**src/rtl/lstm_seq_feeder.sv**
```systemverilog
// ---------------------------------------------------------------------------
// lstm_seq_feeder
//
// Host-side initiator for the 4-step serial LSTM core. Collects four signed
// samples from a valid/ready stream into x1..x4, presents c0/h0 and pulses
// core_start for one cycle. It then waits for a rising edge on core_done and
// returns the core's C/H result on a valid/ready output port. The final state
// can optionally seed the next window's c0/h0.
//
// Optional feature macro: LSTM_FEED_TIMEOUT_EN
//   When defined, a watchdog counts clocks in WAIT. After TMO_CYCLES clocks
//   without a core_done edge it sets the sticky tmo_err flag and returns a
//   zero result. When undefined, tmo_err is tied low and WAIT only exits on
//   core_done.
//
// Ports:
//   clk, rst             clock (rising edge), async active-high reset
//   in_valid/in_data/in_ready   sample input stream
//   carry_state          1: next c0/h0 come from the accepted result, 0: zeros
//   x1..x4               window samples to the core, in arrival order
//   c0, h0               initial state to the core
//   core_start           one-cycle start pulse to the core
//   core_done            completion flag from the core (may be a level)
//   core_c, core_h       core results
//   out_valid/out_c/out_h/out_ready   result output stream
//   busy                 low only when idle in COLLECT with no sample held
//   tmo_err              sticky watchdog flag
// ---------------------------------------------------------------------------
module lstm_seq_feeder #(
    parameter int WIDTH      = 18,
    parameter int FRAC       = 11,
    parameter int TMO_CYCLES = 1024
) (
    input  logic             clk,
    input  logic             rst,
    input  logic             in_valid,
    input  logic [WIDTH-1:0] in_data,
    output logic             in_ready,
    input  logic             carry_state,
    output logic [WIDTH-1:0] x1,
    output logic [WIDTH-1:0] x2,
    output logic [WIDTH-1:0] x3,
    output logic [WIDTH-1:0] x4,
    output logic [WIDTH-1:0] c0,
    output logic [WIDTH-1:0] h0,
    output logic             core_start,
    input  logic             core_done,
    input  logic [WIDTH-1:0] core_c,
    input  logic [WIDTH-1:0] core_h,
    output logic             out_valid,
    output logic [WIDTH-1:0] out_c,
    output logic [WIDTH-1:0] out_h,
    input  logic             out_ready,
    output logic             busy,
    output logic             tmo_err
);

    // FRAC is informational only; this block keeps the parameters referenced
    // and gives an obvious place to hang elaboration checks.
    if (TMO_CYCLES < 1 || FRAC >= WIDTH) begin : g_param_chk
    end

    typedef enum logic [1:0] {
        ST_COLLECT,
        ST_START,
        ST_WAIT,
        ST_RESULT
    } state_t;

    state_t           state_reg;
    state_t           state_next;
    logic [1:0]       cnt_reg;
    logic [WIDTH-1:0] x_reg [4];
    logic [WIDTH-1:0] c0_reg;
    logic [WIDTH-1:0] h0_reg;
    logic [WIDTH-1:0] out_c_reg;
    logic [WIDTH-1:0] out_h_reg;
    logic             out_valid_reg;
    logic             done_q;

    // Strobes decoded by the next-state logic.
    logic accept;       // sample handshake in COLLECT
    logic enter_start;  // COLLECT -> START this cycle
    logic capture;      // core_done rising edge seen in WAIT
    logic tmo_fire;     // watchdog expiry in WAIT
    logic release_res;  // result accepted in RESULT

`ifdef LSTM_FEED_TIMEOUT_EN
    localparam int             TW       = $clog2(TMO_CYCLES + 1);
    localparam logic [TW-1:0]  TMO_LAST = TW'(TMO_CYCLES - 1);
    logic [TW-1:0] tmo_cnt_reg;
    logic          tmo_err_reg;
`endif

    // -----------------------------------------------------------------------
    // State register
    // -----------------------------------------------------------------------
    always_ff @(posedge clk or posedge rst) begin
        if (rst) begin
            state_reg <= ST_COLLECT;
        end else begin
            state_reg <= state_next;
        end
    end

    // -----------------------------------------------------------------------
    // Next-state and strobe decode
    // -----------------------------------------------------------------------
    always_comb begin
        state_next  = state_reg;
        accept      = 1'b0;
        enter_start = 1'b0;
        capture     = 1'b0;
        tmo_fire    = 1'b0;
        release_res = 1'b0;
        case (state_reg)
            ST_COLLECT: begin
                if (in_valid) begin
                    accept = 1'b1;
                    if (cnt_reg == 2'd3) begin
                        enter_start = 1'b1;
                        state_next  = ST_START;
                    end
                end
            end
            ST_START: begin
                state_next = ST_WAIT;
            end
            ST_WAIT: begin
                // Edge-detect so a done level left over from the previous
                // run cannot complete this one.
                if (core_done && !done_q) begin
                    capture    = 1'b1;
                    state_next = ST_RESULT;
                end
`ifdef LSTM_FEED_TIMEOUT_EN
                else if (tmo_cnt_reg == TMO_LAST) begin
                    tmo_fire   = 1'b1;
                    state_next = ST_RESULT;
                end
`endif
            end
            ST_RESULT: begin
                if (out_ready) begin
                    release_res = 1'b1;
                    state_next  = ST_COLLECT;
                end
            end
            default: begin
                state_next = ST_COLLECT;
            end
        endcase
    end

    // -----------------------------------------------------------------------
    // Datapath registers
    // -----------------------------------------------------------------------
    always_ff @(posedge clk or posedge rst) begin
        if (rst) begin
            cnt_reg       <= 2'd0;
            for (int i = 0; i < 4; i++) begin
                x_reg[i] <= '0;
            end
            c0_reg        <= '0;
            h0_reg        <= '0;
            out_c_reg     <= '0;
            out_h_reg     <= '0;
            out_valid_reg <= 1'b0;
            done_q        <= 1'b0;
        end else begin
            // Cleared on entry to START so the first WAIT cycle compares
            // against the done level sampled during START.
            done_q <= enter_start ? 1'b0 : core_done;

            // x registers only change in COLLECT, so they stay stable from
            // START until the result is captured. cnt wraps 3 -> 0.
            if (accept) begin
                x_reg[cnt_reg] <= in_data;
                cnt_reg        <= cnt_reg + 2'd1;
            end

            if (capture) begin
                out_c_reg     <= core_c;
                out_h_reg     <= core_h;
                out_valid_reg <= 1'b1;
            end else if (tmo_fire) begin
                // A zero result also makes the carried state zero.
                out_c_reg     <= '0;
                out_h_reg     <= '0;
                out_valid_reg <= 1'b1;
            end

            if (release_res) begin
                out_valid_reg <= 1'b0;
                c0_reg        <= carry_state ? out_c_reg : '0;
                h0_reg        <= carry_state ? out_h_reg : '0;
            end
        end
    end

`ifdef LSTM_FEED_TIMEOUT_EN
    // -----------------------------------------------------------------------
    // Watchdog: counts WAIT cycles, sticky error until reset.
    // -----------------------------------------------------------------------
    always_ff @(posedge clk or posedge rst) begin
        if (rst) begin
            tmo_cnt_reg <= '0;
            tmo_err_reg <= 1'b0;
        end else begin
            tmo_cnt_reg <= (state_reg == ST_WAIT) ? tmo_cnt_reg + 1'b1 : '0;
            if (tmo_fire) begin
                tmo_err_reg <= 1'b1;
            end
        end
    end

    assign tmo_err = tmo_err_reg;
`else
    assign tmo_err = 1'b0;
`endif

    // -----------------------------------------------------------------------
    // Outputs
    // -----------------------------------------------------------------------
    assign in_ready   = (state_reg == ST_COLLECT);
    assign core_start = (state_reg == ST_START);
    assign busy       = !((state_reg == ST_COLLECT) && (cnt_reg == 2'd0));
    assign x1         = x_reg[0];
    assign x2         = x_reg[1];
    assign x3         = x_reg[2];
    assign x4         = x_reg[3];
    assign c0         = c0_reg;
    assign h0         = h0_reg;
    assign out_valid  = out_valid_reg;
    assign out_c      = out_c_reg;
    assign out_h      = out_h_reg;

endmodule

```
**config.mk**
```make
export PLATFORM = sky130hd
export DESIGN_NAME = lstm_seq_feeder
export DESIGN_NICKNAME = d
export VERILOG_FILES = /design/src/rtl/lstm_seq_feeder.sv
export SDC_FILE = /design/constraint.sdc
export NUM_CORES = 1
export LEC_CHECK = 0
export ABC_CLOCK_PERIOD_IN_PS = 4700
export CAP_MARGIN = 20
export CELL_PAD_IN_SITES_DETAIL_PLACEMENT = 1
export CELL_PAD_IN_SITES_GLOBAL_PLACEMENT = 1
export CORE_ASPECT_RATIO = 0.6
export CORE_MARGIN = 2
export CORE_UTILIZATION = 32
export CTS_CLUSTER_SIZE = 40
export DETAILED_ROUTE_END_ITERATION = 6
export HOLD_SLACK_MARGIN = 0.06
export PLACE_DENSITY = 0.83
export SYNTH_ARGS = -nofsm -noshare
export SYNTH_HDL_FRONTEND = slang
export SYNTH_SLANG_ARGS = --single-unit
export TNS_END_PERCENT = 100
```
**constraint.sdc**
```tcl
create_clock -name clk -period 4.7 [get_ports clk]
set_clock_uncertainty 0.05 [all_clocks]
set_input_delay 0.94 -clock clk [delete_from_list [all_inputs] [get_ports clk]]
set_output_delay 0.94 -clock clk [all_outputs]
set_load 0.005 [all_outputs]
```
==> impl_metrics.tcl, run 1 <==
set metrics [dict create \
    status "completed" \
    post_cts_hold_buffer_count 0 \
    routed_via_density 4.62 \
    final_cell_area_um2 8920 \
    io_pins 209 \
    post_cts.resized_instances 0 \
    yosys.area_share.adder 0.0186 \
    cts.path.max_buffers 2 \
    path_max_fanout 8 \
    core-area_um2 18300 \
    buffer_ports.inserted 207 \
    die-area_um2 20100 \
    antenna_found_initial 0 \
    route.antenna.remaining_nets 0 \
    synth_fp_nets 492 \
    synth_top_family_by_area "multiplexers" \
    r2r-start "state_reg[0]" \
    antenna-diode-count 0 \
    route.detailed.drc 0 \
    synth_seq_area_share 0.620 \
    rsz_0062_raised_after_global_routing "false" \
    cap_viol_max_count 0 \
    clock_pin_transition_on_the_worst_setup_and_hold_timing_paths_ns 0.06 \
    timing.final.max_slew_violations 0 \
    synthMostInstantiatedCell "sky130_fd_sc_hd__dfrtp_1" \
    grt_max_degree 151 \
    clkLatencyLatePin_ns 0.41 \
    dpl-instance-area_um2 8320 \
    grt_first_pass_wirelength_um 26300 \
    yosys_most_used_dff "sky130_fd_sc_hd__dfrtp_1" \
    number_of_flops_mapped_to_enable_cells_by_yosys 0 \
    finish.cell_count_without_fillers 884 \
    place_hpwl_um 12000 \
    drt_pre_antenna_iters 4 \
    ff2ff_setup_slack_ns 2.53 \
    detail_route.iter0.violations 132 \
    timing.hold.worst.class "reg -> reg" \
    cts_tree "yes" \
    layout_worst_path_cycle_share 0.662 \
    r2r.worst_path.cells 4 \
    cts.sinks 150 \
    numPlacedInstances 851 \
    synth.area.mux_share 0.230 \
    setup_tns_ns 0 \
    yosysWarnings 0 \
    root_buffer "sky130_fd_sc_hd__clkbuf_16" \
    synthXorXnorAreaFrac 0.00145 \
    cts_max_level 4 \
    floorplan.rows 38 \
    yosys-top-cells-count "sky130_fd_sc_hd__dfrtp_1 (150), sky130_fd_sc_hd__nand2_1 (76), sky130_fd_sc_hd__mux2_2 (70)" \
    synth_seq_cells 150 \
    regToRegEndpoint "x2[2]" \
    area.growth.synth_to_final_pct 47.5 \
    total_leakage_power_nw 3.96 \
    gpl.final_weighted_congestion 0.737 \
    ys_types 21 \
    synthSimpleGateAreaFrac 0.0620 \
    power_density_of_the_placed_cells_nw_per_um2 674 \
    power.ir.vdd_worst_mv 0.269 \
    start_kind "flip-flop" \
    post_route_cells_drive_above_1_share 0.238 \
    cts_setup_buffers 0 \
    timing.hold.worst_path_depth 2 \
    syn_area_um2 6050 \
    grt-ovfl-total 0 \
    cp.required_ns 3.71 \
    hold_end "c0[3]" \
    yosysTopAreaCell "sky130_fd_sc_hd__dfrtp_1" \
    worstHoldStart "c0[3]" \
    worst_ep_arrival_time_ns 2.12 \
    via_count_of_the_first_global_routing_pass 4535 \
    start_util 0.331 \
    final_hold_viol_count 0 \
    worstSetupEndpointType "output pin" \
    cts-buffers-inserted 17 \
    synth-async-reset-ratio 1.00 \
    syn_area_per_cell_um2 14.3 \
    post-synth-top-area-fraction 0.620 \
    finalCoreUtilization 0.487 \
    tightestPinTransition_ns 0.898 \
    wl_per_cell_um 18.5 \
    nNetsFinal 700 \
    share_of_the_synthesized_area_in_compound_gates_ao_oa_aoi_oai 0.0362 \
    die-height_um 111 \
    vias 4085 \
    routed_wire_length_um 16400 \
    slew-limit-headroom 0.401 \
    period_minus_slack_ns 3.11 \
    floorplan.die.width_um 182 \
    crit_type "reg -> out" \
    maxClockFrequency_mhz 322 \
    grt_use_total 0.169 \
    netlist_top_cells_area "sky130_fd_sc_hd__dfrtp_1 (62%), sky130_fd_sc_hd__mux2_2 (13%), sky130_fd_sc_hd__mux2_4 (9.9%)" \
    number_of_instances_in_the_synthesized_netlist 423 \
    final-setup-viol-count 0 \
]
[worst max-delay path by stage]
stage                             from     end  slack (ns)
after floorplan                    rst   c0[0]        1.82
after global placement     carry_state  h0[15]        1.89
after detailed placement     out_ready   h0[8]        1.90
after CTS                 state_reg[0]    busy        1.56
after global routing      state_reg[0]    busy        1.47
final                     state_reg[0]    busy        1.59
[layout by cell type, fill, tap and decap left out]
master,n
sky130_fd_sc_hd__a21boi_0,1
sky130_fd_sc_hd__a221oi_2,1
sky130_fd_sc_hd__a31oi_1,1
sky130_fd_sc_hd__buf_12,2
sky130_fd_sc_hd__buf_16,1
sky130_fd_sc_hd__buf_4,1
sky130_fd_sc_hd__bufinv_16,1
sky130_fd_sc_hd__clkbuf_16,17
sky130_fd_sc_hd__clkbuf_8,1
sky130_fd_sc_hd__clkdlybuf4s50_1,207
sky130_fd_sc_hd__clkinv_2,1
sky130_fd_sc_hd__clkinv_4,3
sky130_fd_sc_hd__clkinvlp_4,4
sky130_fd_sc_hd__conb_1,1
sky130_fd_sc_hd__dfrtp_1,150
sky130_fd_sc_hd__ha_1,9
sky130_fd_sc_hd__inv_1,6
sky130_fd_sc_hd__inv_6,4
sky130_fd_sc_hd__inv_8,2
sky130_fd_sc_hd__mux2_2,70
sky130_fd_sc_hd__mux2_4,40
sky130_fd_sc_hd__nand2_1,75
sky130_fd_sc_hd__nand2_2,1
sky130_fd_sc_hd__nand2b_1,1
sky130_fd_sc_hd__nand3_4,4
sky130_fd_sc_hd__nand3b_1,1
sky130_fd_sc_hd__nor2b_1,1
sky130_fd_sc_hd__o21ai_0,36
sky130_fd_sc_hd__o32a_1,1
sky130_fd_sc_hd__xnor2_1,1
[kinds of logic (layout without fill, tap and decap cells)]
family | after synthesis | in the layout
flip-flops | 150 | 150
AO/OA/AOI/OAI | 40 | 40
other | 1 | 1
multiplexers | 110 | 110
buffers and inverters | 29 | 250
adder cells (fa/ha/maj) | 9 | 9
AND/OR/NAND/NOR | 83 | 83
XOR/XNOR | 1 | 1
[critical path, cell delays in order (launching register included)]
cell	delay, ns
sky130_fd_sc_hd__dfrtp_1	0.42
sky130_fd_sc_hd__inv_1	0.14
sky130_fd_sc_hd__ha_1	0.52
sky130_fd_sc_hd__nand2_1	0.15
sky130_fd_sc_hd__clkdlybuf4s50_1	0.47
[final cells by class]
type	instances	area (µm²)
timing repair buffer	211	2150
fill	1866	9380
multi-input combinational	244	2110
tap	240	300
sequential	150	3750
clock buffer	18	439
inverter	7	30.0
clock inverter	14	141
[routing by layer]
layer	wire, µm	up-vias	global-route usage
met3	682	9	0.0465
met5	0	-	0
met4	130	0	0.0412
met2	7940	115	0.278
li1	-	1853	-
met1	7630	2108	0.220
[stage by stage]
stage	hold slack [ns]	total power [mW]	setup WS, ns
after floorplan	0.423	3.21	1.82
after global placement	0.410	4.59	1.89
after detailed placement	0.428	4.74	1.90
after CTS	0.439	6.10	1.56
after global routing	0.451	6.36	1.47
final	0.432	6.02	1.59
[report_power, final]
group / switching, mW / internal [mW]
Sequential: 0.420 / 1.87
Clock: 0.565 / 0.758
Combinational: 0.786 / 1.61
No activity file was read; power rests on OpenSTA's default activity.
==> inputs of run 2 (changes only) <==
ABC_CLOCK_PERIOD_IN_PS = 3200   (was 4700)
CORE_UTILIZATION = 36   (was 32)
PLACE_DENSITY = 0.88   (was 0.83)
clock period = 3.2 ns   (was 4.7 ns; I/O delays follow)
==> impl_metrics.tcl, run 2 (synthesis gave the netlist of run 1 again) <==
set metrics [dict create \
    drt_pre_antenna_iters 4 \
    buffer_ports.inserted 207 \
    path_max_fanout 8 \
    post_cts.resized_instances 0 \
    r2r-start "state_reg[1]" \
    worstSetupEndpointType "output pin" \
    place_hpwl_um 12200 \
    grt_first_pass_wirelength_um 27100 \
    die-area_um2 17900 \
    total_leakage_power_nw 4.01 \
    antenna_found_initial 1 \
    detail_route.iter0.violations 190 \
    grt_max_degree 80 \
    start_util 0.370 \
    post_cts_hold_buffer_count 0 \
    cp.required_ns 2.51 \
    setup_tns_ns 0 \
    via_count_of_the_first_global_routing_pass 4691 \
    route.antenna.remaining_nets 0 \
    period_minus_slack_ns 2.80 \
    nNetsFinal 701 \
    die-height_um 104 \
    tightestPinTransition_ns 0.884 \
    critPathLaunch "state_reg[1]" \
    antenna-diode-count 0 \
    hold_slack_ns 0.435 \
    routed_via_density 4.70 \
    grt-ovfl-total 0 \
    area.growth.synth_to_final_pct 48.7 \
    worst_ep_arrival_time_ns 2.11 \
    rsz_0062_raised_after_global_routing "false" \
    cts.sinks 150 \
    wl_per_cell_um 19.8 \
    route.detailed.drc 0 \
    start_kind "flip-flop" \
    cts_tree "yes" \
    total_chip_power_mw 9.26 \
    routed_wire_length_um 17300 \
    critPathCapture "busy" \
    status "completed" \
    clock_pin_transition_on_the_worst_setup_and_hold_timing_paths_ns 0.06 \
    maxClockFrequency_mhz 357 \
    timing.hold.worst.class "reg -> reg" \
    vias 4095 \
    timing.final.max_slew_violations 0 \
    final_hold_viol_count 0 \
    clkLatencyLatePin_ns 0.41 \
    power.ir.vdd_worst_mv 0.471 \
    slew-limit-headroom 0.409 \
    cts_setup_buffers 0 \
    gpl.final_weighted_congestion 0.735 \
    post_route_cells_drive_above_1_share 0.234 \
    filler_cell_count 1630 \
    r2r.worst_path.cells 4 \
    core-area_um2 16400 \
    cap_viol_max_count 0 \
    root_buffer "sky130_fd_sc_hd__clkbuf_16" \
    most_frequent_standard_cell_in_the_layout_excluding_fill_and_tap_cells "sky130_fd_sc_hd__clkdlybuf4s50_1" \
    regToRegEndpoint "x2[0]" \
    cts_max_level 4 \
    grt_use_total 0.199 \
    floorplan.rows 36 \
    worstHoldStart "c0[9]" \
    power_density_of_the_placed_cells_nw_per_um2 1030 \
    floorplan.die.width_um 171 \
    layout_worst_path_cycle_share 0.876 \
    final_cell_mix "sky130_fd_sc_hd__clkdlybuf4s50_1 (207), sky130_fd_sc_hd__dfrtp_1 (150), sky130_fd_sc_hd__nand2_1 (75)" \
    io_pins 209 \
    crit_type "reg -> out" \
    final-setup-viol-count 0 \
    cts-buffers-inserted 17 \
    ff2ff_setup_slack_ns 1.04 \
    cts.path.max_buffers 2 \
]
-- run 2: changes by cell type in the layout (fill, tap and decap cells not counted), sizes merged --
cell	before	now
bufinv	1	7
inv	12	7
clkinvlp	4	1
buf	4	5
clkbuf	18	19
-- run 2: layout make-up --
cell class | instances | area [µm²] | share of cell area
clock inverters | 12 | 250 | 0.0278
inverters | 7 | 30.0 | 0.00334
flip-flops and latches | 150 | 3750 | 0.417
well taps | 228 | 285 | 0.0317
clock buffers | 19 | 433 | 0.0481
multi-input cells | 244 | 2110 | 0.235
repair buffers | 212 | 2130 | 0.237
-- run 2: per-stage QoR --
stage,instance area [µm²],instances,setup WS (ns),util
after detailed placement,8310,841,0.702,0.508
after global placement,8310,841,0.749,0.508
final,9000,872,0.396,0.550
after CTS,9000,872,0.372,0.550
after global routing,9000,872,0.261,0.550
after floorplan,6050,423,0.621,-
-- run 2: power by group --
group / total, mW / internal (mW) / switching, mW / leakage [nW]
sequential: 3.38 / 2.75 / 0.627 / 1.85
combinational: 3.55 / 2.36 / 1.18 / 1.82
clock: 2.33 / 1.54 / 0.788 / 0.332
total: 9.26 / 6.66 / 2.60 / 4.01
-- run 2: worst min-delay path by stage --
stage	endpoint	depth (start not counted)	slack [ns]
2_1_floorplan	c0[0]	2	0.42
4_1_cts	c0[6]	2	0.44
3_5_place_dp	c0[6]	2	0.43
6_report	c0[9]	2	0.43
3_3_place_gp	h0[14]	2	0.42
5_1_grt	h0[0]	2	0.46
-- run 2: worst max-delay path: stages (launching register included) --
cell	delay, ns
sky130_fd_sc_hd__dfrtp_1	0.42
sky130_fd_sc_hd__inv_1	0.13
sky130_fd_sc_hd__ha_1	0.52
sky130_fd_sc_hd__nand2_1	0.15
sky130_fd_sc_hd__clkdlybuf4s50_1	0.48
-- run 2: layer usage --
layer / share of wire / global-route usage
met1: 0.44 / 0.256
met2: 0.50 / 0.338
met5: 0 / 0
met3: 0.051 / 0.0464
met4: 0.0074 / 0.0527
==> inputs of run 3 (changes only) <==
CELL_PAD_IN_SITES_DETAIL_PLACEMENT = default   (was 1)
CELL_PAD_IN_SITES_GLOBAL_PLACEMENT = default   (was 1)
CORE_UTILIZATION = 47   (was 36)
CTS_BUF_LIST = sky130_fd_sc_hd__clkbuf_4   (was default)
PLACE_DENSITY = 0.91   (was 0.88)
SKIP_LAST_GASP = 1   (was default)
==> impl_metrics.tcl, run 3 (synthesis gave the netlist of run 1 again) <==
set metrics [dict create \
    routed_via_density 4.98 \
    slew-limit-headroom 0.484 \
    nNetsFinal 700 \
    filler_cell_count 906 \
    drt_pre_antenna_iters 4 \
    clock_pin_transition_on_the_worst_setup_and_hold_timing_paths_ns 0.14 \
    cap_viol_max_count 0 \
    detail_route.iter0.violations 174 \
    vias 4056 \
    status "completed" \
    cp.required_ns 2.51 \
    tightestPinTransition_ns 0.775 \
    maxClockFrequency_mhz 341 \
    buffer_ports.inserted 207 \
    post_cts_hold_buffer_count 0 \
    post_place_setup_slack_ns 0.746 \
    route.antenna.remaining_nets 0 \
    via_count_of_the_first_global_routing_pass 4305 \
    cts_setup_buffers 0 \
    grt_max_degree 151 \
    switching_share 0.311 \
    total_leakage_power_nw 3.79 \
    route.detailed.drc 0 \
    cts.path.max_buffers 2 \
    routed_wire_length_um 14600 \
    final-setup-viol-count 0 \
    area.growth.synth_to_final_pct 40.0 \
    combinationalPowerShare 0.442 \
    finish.cell_count_without_fillers 815 \
    timing.final.max_slew_violations 0 \
    critPathCapture "busy" \
    place_hpwl_um 10400 \
    final_cell_area_um2 8470 \
    start_kind "flip-flop" \
    antenna_found_initial 1 \
    timing.hold.worst.class "reg -> reg" \
    post-route-worst-setup-slack_ns 0.265 \
    grt_first_pass_wirelength_um 23100 \
    setup_tns_ns 0 \
    worst_ep_arrival_time_ns 2.25 \
    post_cts.resized_instances 0 \
    power.ir.vdd_worst_mv 0.473 \
    r2r.worst_path.cells 4 \
    start_util 0.477 \
    final_cell_mix "sky130_fd_sc_hd__clkdlybuf4s50_1 (207), sky130_fd_sc_hd__dfrtp_1 (150), sky130_fd_sc_hd__nand2_1 (75)" \
    crit_type "reg -> out" \
    cts.sinks 150 \
    power_report.internal_total_mw 5.42 \
    grt-ovfl-total 0 \
    power.switching_mw 2.44 \
    post_route_cells_drive_above_1_share 0.234 \
    r2r-start "state_reg[0]" \
    root_buffer "sky130_fd_sc_hd__clkbuf_4" \
    dpl-instance-area_um2 8220 \
    cts_max_level 4 \
    period_minus_slack_ns 2.94 \
    cts_tree "yes" \
    die-area_um2 13800 \
    wl_per_cell_um 17.9 \
    layout_worst_path_cycle_share 0.917 \
    final_hold_viol_count 0 \
    grt_use_total 0.219 \
    worstSetupEndpointType "output pin" \
    ff2ff_setup_slack_ns 1.06 \
    floorplan.rows 32 \
    core-area_um2 12700 \
    most_frequent_standard_cell_in_the_layout_excluding_fill_and_tap_cells "sky130_fd_sc_hd__clkdlybuf4s50_1" \
    rsz_0062_raised_after_global_routing "false" \
    gpl.final_weighted_congestion 0.776 \
    regToRegEndpoint "x1[2]" \
    floorplan.die.width_um 150 \
    clkLatencyLatePin_ns 0.52 \
    path_max_fanout 8 \
    die-height_um 91.9 \
    sequential_group_share_of_total_power 0.425 \
    critPathLaunch "state_reg[0]" \
    io_pins 209 \
    numPlacedInstances 782 \
    power_density_of_the_placed_cells_nw_per_um2 928 \
    cts-buffers-inserted 17 \
    power.share.clock 0.133 \
]
## run 3: area by class of cell
cell class / count / area (µm²) / share of cell area
clock inverter: 15 / 118 / 0.0139
multi-input combinational: 244 / 2110 / 0.249
tap: 170 / 213 / 0.0251
sequential: 150 / 3750 / 0.443
inverter: 7 / 30.0 / 0.00355
clock buffer: 17 / 128 / 0.0151
antenna: 1 / 2.50 / 0.000295
timing repair buffer: 211 / 2110 / 0.250
## run 3: power by group through the flow
stage / Sequential [mW] / Combinational (mW) / Clock [mW]
floorplan: 3.31 / 1.40 / 0
global placement: 3.31 / 3.37 / 0
detailed placement: 3.37 / 3.51 / 0
CTS: 3.34 / 3.52 / 1.08
global route: 3.44 / 3.73 / 1.17
finish: 3.34 / 3.47 / 1.05
## run 3: how the worst min path moves through the flow
stage	end	start	depth (start not counted)
final	h0[16]	h0[16]	2
after global routing	c0[14]	c0[14]	2
after CTS	h0[1]	h0[1]	2
after detailed placement	h0[1]	h0[1]	2
after global placement	h0[17]	h0[17]	2
after floorplan	c0[0]	c0[0]	2
## run 3: through the flow
stage / power, mW / utilization / hold slack [ns]
final: 7.86 / 0.667 / 0.445
after global routing: 8.34 / 0.667 / 0.479
after CTS: 7.94 / 0.667 / 0.451
after detailed placement: 6.88 / 0.648 / 0.420
after global placement: 6.68 / 0.648 / 0.412
after floorplan: 4.71 / - / 0.423
## run 3: critical path: stages, from the launching register on
cell and delay [ns]:
sky130_fd_sc_hd__dfrtp_1 0.45, sky130_fd_sc_hd__inv_1 0.13, sky130_fd_sc_hd__ha_1 0.52, sky130_fd_sc_hd__nand2_1 0.14, sky130_fd_sc_hd__clkdlybuf4s50_1 0.48
## run 3: per-layer routing
layer / vias to the layer above / GRT usage / routed length, µm
li1: 1860 / - / -
met1: 2028 / 0.302 / 6460
met2: 146 / 0.347 / 7050
met3: 22 / 0.0448 / 865
met4: 0 / 0.0755 / 210
met5: - / 0 / 0
